===== src/rtl/sc_fifo_pkg.sv =====
// Shared constants and helpers for the parameterised synchronous FIFO.
package sc_fifo_pkg;
  localparam int DEF_DW       = 61;
  localparam int DEF_AW       = 3;
  localparam int DEF_AF_LEVEL = 6;
  localparam int DEF_AE_LEVEL = 2;
  localparam int DEF_FWFT     = 0;

  // Occupancy runs 0..2^AW inclusive, so it needs one bit more than the address.
  function automatic int count_width(input int aw);
    return aw + 1;
  endfunction
endpackage


===== src/rtl/sc_fifo_param_if.sv =====
// FIFO data/status bundle; master is the producer/consumer side, slave is the FIFO.
interface sc_fifo_param_if
  import sc_fifo_pkg::*;
#(
  parameter int DW = DEF_DW,
  parameter int AW = DEF_AW
) ();
  localparam int CW = count_width(AW);

  // Handshake: a write is taken on a rising edge when we=1 and (full=0 or re=1);
  // a read is taken when re=1 and empty=0. Requests that are not taken are
  // dropped and latch overflow/underflow. There is no back-pressure wait.
  logic [DW-1:0] din;
  logic          we;
  logic          re;
  logic [DW-1:0] dout;
  logic          full;
  logic          empty;
  logic          almost_full;
  logic          almost_empty;
  logic [CW-1:0] count;
  logic          overflow;
  logic          underflow;

  modport master (
    output din, we, re,
    input  dout, full, empty, almost_full, almost_empty, count, overflow, underflow
  );

  modport slave (
    input  din, we, re,
    output dout, full, empty, almost_full, almost_empty, count, overflow, underflow
  );
endinterface


===== src/rtl/sc_fifo_ram.sv =====
// 2^AW x DW storage: one synchronous write port, one asynchronous read port.
module sc_fifo_ram #(
  parameter int DW = 8,
  parameter int AW = 3
) (
  input  logic          clk,
  input  logic          wr_en,
  input  logic [AW-1:0] wr_addr,
  input  logic [DW-1:0] wr_data,
  input  logic [AW-1:0] rd_addr,
  output logic [DW-1:0] rd_data
);
  logic [DW-1:0] mem [2**AW];

  always_ff @(posedge clk) begin
    if (wr_en) mem[wr_addr] <= wr_data;
  end

  assign rd_data = mem[rd_addr];
endmodule


===== src/rtl/sc_fifo_param.sv =====
// Synchronous FIFO with registered status flags, sticky error bits and optional FWFT read.
module sc_fifo_param
  import sc_fifo_pkg::*;
#(
  parameter int DW       = DEF_DW,
  parameter int AW       = DEF_AW,
  parameter int AF_LEVEL = DEF_AF_LEVEL,
  parameter int AE_LEVEL = DEF_AE_LEVEL,
  parameter int FWFT     = DEF_FWFT
) (
  input logic            clk,
  input logic            rst,
  input logic            clr,
  sc_fifo_param_if.slave bus
);
  localparam int DEPTH = 1 << AW;
  localparam int CW    = count_width(AW);

  if (AF_LEVEL < 1 || AF_LEVEL > DEPTH) begin : g_bad_af
    $error("sc_fifo_param: AF_LEVEL out of range 1..2^AW");
  end
  if (AE_LEVEL < 0 || AE_LEVEL > DEPTH - 1) begin : g_bad_ae
    $error("sc_fifo_param: AE_LEVEL out of range 0..2^AW-1");
  end
  if (FWFT != 0 && FWFT != 1) begin : g_bad_fwft
    $error("sc_fifo_param: FWFT must be 0 or 1");
  end

  logic [AW-1:0] wp, rp;
  logic [CW-1:0] cnt, cnt_nxt;
  logic          full_q, empty_q, af_q, ae_q, ovf_q, udf_q;
  logic          wa, ra, flush;
  logic [DW-1:0] rd_data;

  // Acceptance looks only at registered flags, so a read frees a slot for a same-edge write.
  assign flush = !rst || clr;
  assign wa    = bus.we & (~full_q | bus.re);
  assign ra    = bus.re & ~empty_q;

  always_comb begin
    cnt_nxt = cnt;
    if (wa && !ra)      cnt_nxt = cnt + CW'(1);
    else if (ra && !wa) cnt_nxt = cnt - CW'(1);
  end

  always_ff @(posedge clk) begin
    if (flush) begin
      wp      <= '0;
      rp      <= '0;
      cnt     <= '0;
      full_q  <= 1'b0;
      empty_q <= 1'b1;
      af_q    <= 1'b0;
      ae_q    <= 1'b1;
      ovf_q   <= 1'b0;
      udf_q   <= 1'b0;
    end else begin
      if (wa) wp <= wp + AW'(1);
      if (ra) rp <= rp + AW'(1);
      cnt     <= cnt_nxt;
      full_q  <= (cnt_nxt == CW'(DEPTH));
      empty_q <= (cnt_nxt == '0);
      af_q    <= (cnt_nxt >= CW'(AF_LEVEL));
      ae_q    <= (cnt_nxt <= CW'(AE_LEVEL));
      if (bus.we && full_q && !bus.re) ovf_q <= 1'b1;
      if (bus.re && empty_q)           udf_q <= 1'b1;
    end
  end

  sc_fifo_ram #(.DW(DW), .AW(AW)) u_ram (
    .clk     (clk),
    .wr_en   (wa && !flush),
    .wr_addr (wp),
    .wr_data (bus.din),
    .rd_addr (rp),
    .rd_data (rd_data)
  );

  if (FWFT != 0) begin : g_fwft
    assign bus.dout = rd_data;
  end else begin : g_reg_read
    logic [DW-1:0] dout_q;
    always_ff @(posedge clk) begin
      if (flush)   dout_q <= '0;
      else if (ra) dout_q <= rd_data;
    end
    assign bus.dout = dout_q;
  end

  assign bus.full         = full_q;
  assign bus.empty        = empty_q;
  assign bus.almost_full  = af_q;
  assign bus.almost_empty = ae_q;
  assign bus.count        = cnt;
  assign bus.overflow     = ovf_q;
  assign bus.underflow    = udf_q;
endmodule


===== src/flat_wrapper.sv =====
// flat-port wrapper written by rule: the top's interface ports become plain ports
module sc_fifo_param_flat import sc_fifo_pkg::*;
#(
  parameter int DW       = DEF_DW,
  parameter int AW       = DEF_AW,
  parameter int AF_LEVEL = DEF_AF_LEVEL,
  parameter int AE_LEVEL = DEF_AE_LEVEL,
  parameter int FWFT     = DEF_FWFT
)
  (clk, rst, clr, bus_din, bus_we, bus_re, bus_dout, bus_full, bus_empty, bus_almost_full, bus_almost_empty, bus_count, bus_overflow, bus_underflow);
  sc_fifo_param_if #(.DW(DW), .AW(AW)) bus_i ();
  input logic clk;
  input logic rst;
  input logic clr;
  input wire logic [$bits(bus_i.din)-1:0] bus_din;
  input wire logic [$bits(bus_i.we)-1:0] bus_we;
  input wire logic [$bits(bus_i.re)-1:0] bus_re;
  output wire logic [$bits(bus_i.dout)-1:0] bus_dout;
  output wire logic [$bits(bus_i.full)-1:0] bus_full;
  output wire logic [$bits(bus_i.empty)-1:0] bus_empty;
  output wire logic [$bits(bus_i.almost_full)-1:0] bus_almost_full;
  output wire logic [$bits(bus_i.almost_empty)-1:0] bus_almost_empty;
  output wire logic [$bits(bus_i.count)-1:0] bus_count;
  output wire logic [$bits(bus_i.overflow)-1:0] bus_overflow;
  output wire logic [$bits(bus_i.underflow)-1:0] bus_underflow;
  assign bus_i.din = bus_din;
  assign bus_i.we = bus_we;
  assign bus_i.re = bus_re;
  assign bus_dout = bus_i.dout;
  assign bus_full = bus_i.full;
  assign bus_empty = bus_i.empty;
  assign bus_almost_full = bus_i.almost_full;
  assign bus_almost_empty = bus_i.almost_empty;
  assign bus_count = bus_i.count;
  assign bus_overflow = bus_i.overflow;
  assign bus_underflow = bus_i.underflow;
  sc_fifo_param #(.DW(DW), .AW(AW), .AF_LEVEL(AF_LEVEL), .AE_LEVEL(AE_LEVEL), .FWFT(FWFT)) u_core (.clk(clk), .rst(rst), .clr(clr), .bus(bus_i));
endmodule

===== config.mk =====
export PLATFORM = sky130hd
export DESIGN_NAME = sc_fifo_param_flat
export DESIGN_NICKNAME = d
export VERILOG_FILES = /design/src/rtl/sc_fifo_pkg.sv /design/src/rtl/sc_fifo_param_if.sv /design/src/rtl/sc_fifo_ram.sv /design/src/rtl/sc_fifo_param.sv /design/src/flat_wrapper.sv
export SDC_FILE = /design/constraint.sdc
export NUM_CORES = 1
export LEC_CHECK = 0
export CAP_MARGIN = 0
export CORE_ASPECT_RATIO = 1.1
export CORE_MARGIN = 4
export CORE_UTILIZATION = 35
export CTS_CLUSTER_SIZE = 40
export DETAILED_ROUTE_END_ITERATION = 12
export GPL_TIMING_DRIVEN = 0
export PLACE_DENSITY = 0.54
export SLEW_MARGIN = 25
export SYNTH_ARGS = -nofsm -noshare
export SYNTH_HDL_FRONTEND = slang
export SYNTH_HIERARCHICAL = 1
export SYNTH_SLANG_ARGS = --single-unit

===== constraint.sdc =====
create_clock -name clk -period 14.9 [get_ports clk]
set_clock_uncertainty 0.1 [all_clocks]
set_input_delay 2.98 -clock clk [delete_from_list [all_inputs] [get_ports clk]]
set_output_delay 2.98 -clock clk [all_outputs]
set_load 0.02 [all_outputs]

Word-level counts from Yosys, hierarchy flattened:

Memories as Yosys holds them, arrays and structs flattened. A register that Yosys moved wholly into a read port is not among the register bits.
Index checks and enable logic that the tools add are counted.

* memories kept: 1
* flip-flop bits (word level): 16
* output and inout bits: 71
* logic and storage cells: 39
* input port bits: 66
* bits in writable memories: 488

Memories
* u_core.u_ram.mem: words 8, bits a word 61, read ports 1, clocked after memory_dff 1, wr ports 1, line sc_fifo_ram.sv:13 `logic [DW-1:0] mem [2**AW];`

* reductions and logical operators: 13
* order comparisons: 2
* bitwise gates (word level): 5
* multiplexer cells: 4
* add/sub/neg operators: 4
* eq/ne operators: 1

Operators by type and width (count)
* $mux W4: 2
* $add A3 B1 Y3 const B: 2
* $logic_and A1 B1 Y1: 6
* $logic_not A1 Y1: 5
* $add A4 B1 Y4 const B: 1
* $eq A4 B4 Y1 const B: 1
* $ge A4 B3 Y1 const B: 1
* $le A4 B2 Y1 const B: 1
* $logic_not A4 Y1: 1
* $sub A4 B1 Y4 const B: 1
* $and A1 B1 Y1: 2
* $mux W1: 2
* $not A1 Y1: 2
* $logic_or A1 B1 Y1: 1
* $or A1 B1 Y1: 1

Logic depth before layout (Yosys ltp):

Gate-level depths: netlist (run 1).

* word-level depth: 8
* gate-level depth with buffers: 7
* depth with buffers taken out: 7

By module:

The synthesis (run 1) kept the hierarchy.

By module, submodules not included
* sc_fifo_ram: area an instance 18362.6 um2, cells an instance 719, times used 1, seq. area each 14654.1 um2
* sc_fifo_param: area an instance 2897.8 um2, cells an instance 352, times used 1, seq. area each 1541.5 um2

Worst setup path after synthesis (run 1):

No wires, ideal clock.

* path type: input port to flip-flop
* start point: input port clr
* end point: memory u_core/u_ram/mem[0][0] in the netlist's numbering (enable)
* arrival: 7.722 ns
* cell stages on the path: 5
* path buffers: 1
* library setup time: 0.555 ns
* slack: 6.523 ns
* path through: nand2b_1 clkbuf_1 nor2_1 nand2b_1 nor3_1

* longest elaborated chain between the ends: 5

RTL lines
* start: declaration: line flat_wrapper.sv:14 `input logic clr;`
* $logic_or A1 B1 Y1: line sc_fifo_param.sv:36 `assign flush = !rst || clr;`
* $logic_not A1 Y1: line sc_fifo_param.sv:72 `.wr_en (wa && !flush),`
* $logic_and A1 B1 Y1: line sc_fifo_param.sv:72
* $mux W1: line sc_fifo_ram.sv:16 `if (wr_en) mem[wr_addr] <= wr_data;`
* $mux W1 (not written as such): line sc_fifo_ram.sv:16
* end: declaration: line sc_fifo_ram.sv:13

No other way between the ends.

Worst setup path after layout (run 1):

* start point: input port bus_re
* end point: memory u_core/u_ram/mem[0][16] in the netlist's numbering (enable)

* longest elaborated chain between the ends: 5

RTL lines
* start: declaration: line flat_wrapper.sv:17 `input wire logic [$bits(bus_i.re)-1:0] bus_re;`
* $or A1 B1 Y1: line sc_fifo_param.sv:37 `assign wa = bus.we & (~full_q | bus.re);`
* $and A1 B1 Y1: line sc_fifo_param.sv:37
* $logic_and A1 B1 Y1: line sc_fifo_param.sv:72
* $mux W1: line sc_fifo_ram.sv:16
* $mux W1 (not written as such): line sc_fifo_ram.sv:16

No other way between the ends.

==> flow_metrics.tcl, run 1 <==
set metrics [dict create \
    critPathSlowestCell "clkdlybuf4s50_1" \
    numCtsBuffers 57 \
    path_depth 10 \
    grtUsageTotal_pct 15.0 \
    syn_inst 1071 \
    drive_gt1_share_pct 26.8 \
    finalCriticalPeriod_ns 5.53 \
    power_mw 3.26 \
    whs_ns 0.350 \
    final_cell_mix "488 x edfxtp_1, 136 x clkdlybuf4s50_1, 128 x nand2_1" \
    combPwrFrac_pct 3.7 \
    netlist_area_mm2 0.0213 \
    initial_utilization_pct 35.4 \
    placed_area_mm2 0.0243 \
    row_count 94 \
    fin_crit_sh_pct 37.1 \
    yosys.cell_types.count 38 \
    hp-class "reg -> reg" \
    fin_nets 1378 \
    core-area_mm2 0.0600 \
    setup_viol 0 \
    dieArea_mm2 0.0648 \
    peakVddDrop_mv 0.0741 \
    cts-hold-fix-buffers 0 \
    setup_ws_ns 9.37 \
    synth-edff-count 488 \
    drtAntennaViolNets 0 \
    final-hold-violation-count 0 \
    crit_type "in -> reg" \
    crit_family "buffers and inverters" \
    hold_depth 2 \
    final_common_cell "edfxtp_1" \
    cap_violations 0 \
    drt-vias-per-instance 4.97 \
    cp-end-kind "register" \
    place_inst 2017 \
    io_pins 137 \
    wl_um 48800 \
    finalMaxSlewViolations 0 \
    grt_max_degree 19 \
    grt_overflow 0 \
    finalCoreUtilization_pct 43.7 \
    clock_power_share_pct 43.1 \
    cts_tree "yes" \
    ys_ff_latch 565 \
    clk_pin_slew_worst_paths_ns 0.06 \
    hpwl_um 32200 \
    relSlewSlack_pct 43.6 \
    grt_pass1_wl_um 73100 \
    synthesis.nets 1141 \
    crit_fanout 8 \
    drc 0 \
    routabilityCongestion 0.673 \
    clock_sinks 565 \
    design_area_mm2 0.0262 \
    p_sw_mw 0.661 \
    tns_ns 0 \
    cpMostUsedCell "buf_4" \
    powerDensity_mw_per_mm2 124 \
    syn_to_final_growth_pct 23.3 \
    via_count 10600 \
    yosys_warnings 6 \
    synthArstFlopShare_pct 0 \
    die_h_um 266 \
    required_ns 15.11 \
    ff2ff_path_depth 9 \
    cp.buffers_inverters 5 \
    cts-root-buf "clkbuf_16" \
    cts_resized 0 \
    crit_path_start_kind "input pin" \
    path_cells "clkdlybuf4s50_1 -> nand2b_2 -> nand2_2 -> nor2_1 -> nand2b_1 -> nor3_2 -> buf_4 -> buf_4 -> buf_4 -> buf_4" \
    grt_pass1_vias 11100 \
    p_seq_share_pct 53.2 \
    clockBufferDepth 3 \
    pre_cts_ws_ns 8.69 \
    worst_pin_slew_ns 0.845 \
    max_freq_mhz 181 \
    outcome "finished clean" \
    antenna_found_initial 7 \
    arrival_ns 5.74 \
    fin_cells 2131 \
    max_stage_delay_ns 0.64 \
    ys.flop_type "edfxtp_1" \
    insertion_delay_ns 0.60 \
    postCtsSetupBuffers 0 \
    synth_area_per_cell_um2 19.9 \
    leakage_nw 8.11 \
    ys_seq_area_share_pct 76.2 \
    cts_max_level 2 \
    rsz0062_at_grt "no" \
    wl_per_cell_um 22.9 \
    drtIter0Drc 643 \
    intPower_mw 2.60 \
    dr.pass1.iters 4 \
    fillers 5210 \
    fp.dieW_um 243 \
    switching_share_pct 20.3 \
    io_buffers 136 \
]
==> power groups by stage <==
stage          combinational [mW]  sequential (mW)  clock [mW]
6_report                    0.121             1.73        1.40
5_1_grt                     0.132             1.73        1.51
4_1_cts                     0.124             1.73        1.45
3_5_place_dp                0.123             1.77           0
3_3_place_gp                0.118             1.77           0
2_1_floorplan              0.0534             1.77           0
==> layer usage <==
metal	wire length (um)	vias to the layer above	global-route usage [%]
li1	-	4734	-
met1	21900	5587	20.4
met2	23600	214	24.7
met3	2210	59	2.88
met4	1090	2	4.88
met5	7	-	0
==> final cells by class <==
cell class                      count  area [um^2]  area share [%]
Antenna cell                        6         15.0          0.0573
Tap cell                          768          961            3.67
Sequential cell                   565        16200            61.8
Buffer                             58          325            1.24
Multi-Input combinational cell    443         4780            18.2
Clock buffer                       79         1590            6.07
Inverter                            5         18.8          0.0716
Timing Repair Buffer              178         2070            7.91
Clock inverter                     29          254           0.969
==> worst register-to-register path: stages (launching register included) <==
cell and delay, ns:
dfxtp_1 0.35, nand2b_2 0.15, nand2_2 0.12, nor2_1 0.18, nand2b_1 0.26, nor3_2 0.45, buf_4 0.24, buf_4 0.20
buf_4 0.22, buf_4 0.19
==> cell usage after synthesis (2+ instances only) <==
| cell type | count | area share, % |
|---|---|---|
| edfxtp_1 | 488 | 69 |
| nand2_1 | 128 | 2.3 |
| mux4_2 | 122 | 13 |
| dfxtp_1 | 77 | 7.3 |
| a21oi_1 | 66 | 1.6 |
| mux2_2 | 62 | 3.3 |
| clkbuf_1 | 26 | 0.46 |
| buf_2 | 19 | 0.45 |
| nor2_1 | 18 | 0.32 |
| buf_6 | 10 | 0.53 |
| nand2b_1 | 6 | 0.18 |
| xor2_1 | 6 | 0.25 |
| ha_1 | 4 | 0.24 |
| inv_1 | 4 | 0.071 |
| nand3_1 | 4 | 0.094 |
| nor3_1 | 3 | 0.071 |
| xnor2_1 | 3 | 0.12 |
| a211oi_2 | 2 | 0.12 |
| and2_1 | 2 | 0.059 |
| buf_4 | 2 | 0.071 |
| nand2b_2 | 2 | 0.082 |
==> sequential cells by signal (all words and copies together), names as in the netlist <==
register and cells:
u_core/bus.almost_full 1, u_core/bus.count 4, u_core/bus.dout 61, u_core/bus.overflow 1
u_core/wp 3, u_core/bus.full 1, u_core/u_ram/mem 488, u_core/bus.almost_empty 1
u_core/bus.underflow 1, u_core/rp 3, u_core/bus.empty 1
==> path summary, 6_finish.rpt <==
path,start,to,slack (ns)
max,bus_re,u_core/u_ram/mem[0][16],9.37
min,u_core/bus.dout[21],u_core/bus.dout[21],0.35
max reg2reg,u_core/bus.full,u_core/u_ram/mem[0][16],12.14
min reg2reg,u_core/bus.dout[21],u_core/bus.dout[21],0.35
==> kinds of logic after synthesis <==
family / share of synthesized area (%)
and+or+nand+nor: 3.27
adders and majority gates: 0.235
buffers and inverters: 1.61
xor gates and xnor gates: 0.371
DFF: 76.2
AOI/OAI and AO/OA: 2.02
muxes: 16.3
(Power assumes the default switching activity.)
==> run 2: changes to the inputs <==
PLACE_DENSITY = 0.56   (was 0.54)
clock period = 4.78 ns   (was 14.9 ns; I/O delays follow)
==> flow_metrics.tcl, run 2 (synthesis results as in run 1) <==
set metrics [dict create \
    outcome "finished clean" \
    dieArea_mm2 0.0648 \
    setup_ws_ns 1.39 \
    largest_register "u_core/u_ram/mem" \
    dr.pass1.iters 5 \
    wl_per_cell_um 22.9 \
    ff2ff_path_depth 7 \
    drive_gt1_share_pct 26.2 \
    die_h_um 266 \
    max_stage_delay_ns 0.63 \
    cts-hold-fix-buffers 0 \
    final-hold-violation-count 0 \
    io_pins 137 \
    r2r_slack_ns 2.14 \
    crit_type "in -> reg" \
    cap_violations 0 \
    arrival_ns 3.57 \
    drt-vias-per-instance 4.93 \
    largest_reg_flops 488 \
    cpMostUsedCell "nand2b_1" \
    syn_to_final_growth_pct 23.8 \
    relSlewSlack_pct 39.4 \
    cts_tree "yes" \
    postCtsSetupBuffers 0 \
    core-area_mm2 0.0600 \
    pre_cts_ws_ns 0.708 \
    grt_pass1_wl_um 72700 \
    max_freq_mhz 295 \
    required_ns 4.96 \
    power_mw 10.2 \
    grtUsageTotal_pct 15.1 \
    clockBufferDepth 3 \
    initial_utilization_pct 35.4 \
    peakVddDrop_mv 0.264 \
    drtAntennaViolNets 0 \
    crit_path_start_kind "input pin" \
    hp-start "u_core/bus.dout[12]" \
    rsz0062_at_grt "no" \
    fp.dieW_um 243 \
    grt_overflow 0 \
    clock_sinks 565 \
    drc 0 \
    crit_fanout 17 \
    antenna_found_initial 5 \
    row_count 94 \
    wl_um 48500 \
    cts_max_level 2 \
    fin_crit_sh_pct 70.9 \
    hpwl_um 32500 \
    insertion_delay_ns 0.60 \
    final_cell_mix "488 x edfxtp_1, 136 x clkdlybuf4s50_1, 128 x nand2_1" \
    final_common_cell "edfxtp_1" \
    hp-class "reg -> reg" \
    critPathSlowestCell "nor2_4" \
    placed_area_mm2 0.0244 \
    routabilityCongestion 0.713 \
    worst_pin_slew_ns 0.909 \
    clk_pin_slew_worst_paths_ns 0.07 \
    io_buffers 136 \
    path_cells "clkdlybuf4s50_1 -> nand2b_1 -> clkbuf_1 -> nor2_1 -> nand2b_1 -> nor2_4 -> buf_12 -> buf_16" \
    leakage_nw 8.10 \
    regToRegStartpoint "u_core/rp[2]" \
    finalMaxSlewViolations 0 \
    finalCriticalPeriod_ns 3.39 \
    grt_pass1_vias 11200 \
    grt_max_degree 19 \
    cts_resized 0 \
    numCtsBuffers 56 \
    hold_depth 2 \
    design_area_mm2 0.0263 \
    powerDensity_mw_per_mm2 388 \
    via_count 10400 \
    cts-root-buf "clkbuf_16" \
    cp-end-kind "register" \
    hold_end "u_core/bus.dout[12]" \
    setup_viol 0 \
    drtIter0Drc 688 \
    fin_nets 1370 \
    r2r-end "u_core/bus.dout[60]" \
]
## run 2: cell type report
cell class | instances | area [um^2]
Tap cell | 768 | 961
Timing Repair Buffer | 171 | 2150
Antenna cell | 2 | 5.00
Clock buffer | 73 | 1520
Clock inverter | 33 | 357
Buffer | 58 | 325
Fill cell | 5172 | 33700
Multi-Input combinational cell | 443 | 4790
Inverter | 5 | 18.8
Sequential cell | 565 | 16200
## run 2: per-layer routing
metal / part of all wire [%] / global-route usage [%] / up-vias / routed length [um]
li1: - / - / 4718 / -
met1: 43 / 19.8 / 5453 / 20900
met2: 51 / 25.9 / 204 / 24500
met3: 4.5 / 3.14 / 56 / 2180
met4: 1.8 / 3.62 / 6 / 859
met5: 0.085 / 0 / - / 41
## run 2: stage by stage
step                utilization [%]  setup TNS (ns)  hold slack [ns]  std cells
floorplan                         -               0            0.352       1071
global placement               39.3        -1750.04            0.344       1975
detailed placement             40.7               0            0.345       2010
CTS                            43.9               0            0.353       2116
global route                   43.9               0            0.365       2116
finish                         43.9               0            0.353       2118
## run 2: power by group
part           internal, mW  leakage (nW)  switching, mW
combinational         0.170          2.17          0.208
clock                  2.62         0.903           1.81
sequential             5.38          5.02         0.0145
total                  8.17          8.10           2.04
## run 2: critical path: cells and delay by family
family / cells / cell delay [ns]
AND/OR/NAND/NOR: 4 / 1.34
buffers and inverters: 4 / 1.24
## run 2: how the worst max path moves through the flow
stage	end	from	slack (ns)
CTS	u_core/u_ram/mem[4][23]	clr	1.35
finish	u_core/u_ram/mem[2][24]	clr	1.39
detailed placement	u_core/u_ram/mem[2][14]	clr	0.71
global route	u_core/u_ram/mem[4][21]	clr	1.21
floorplan	u_core/u_ram/mem[1][0]	clr	0.06
global placement	u_core/u_ram/mem[2][14]	clr	-3.76
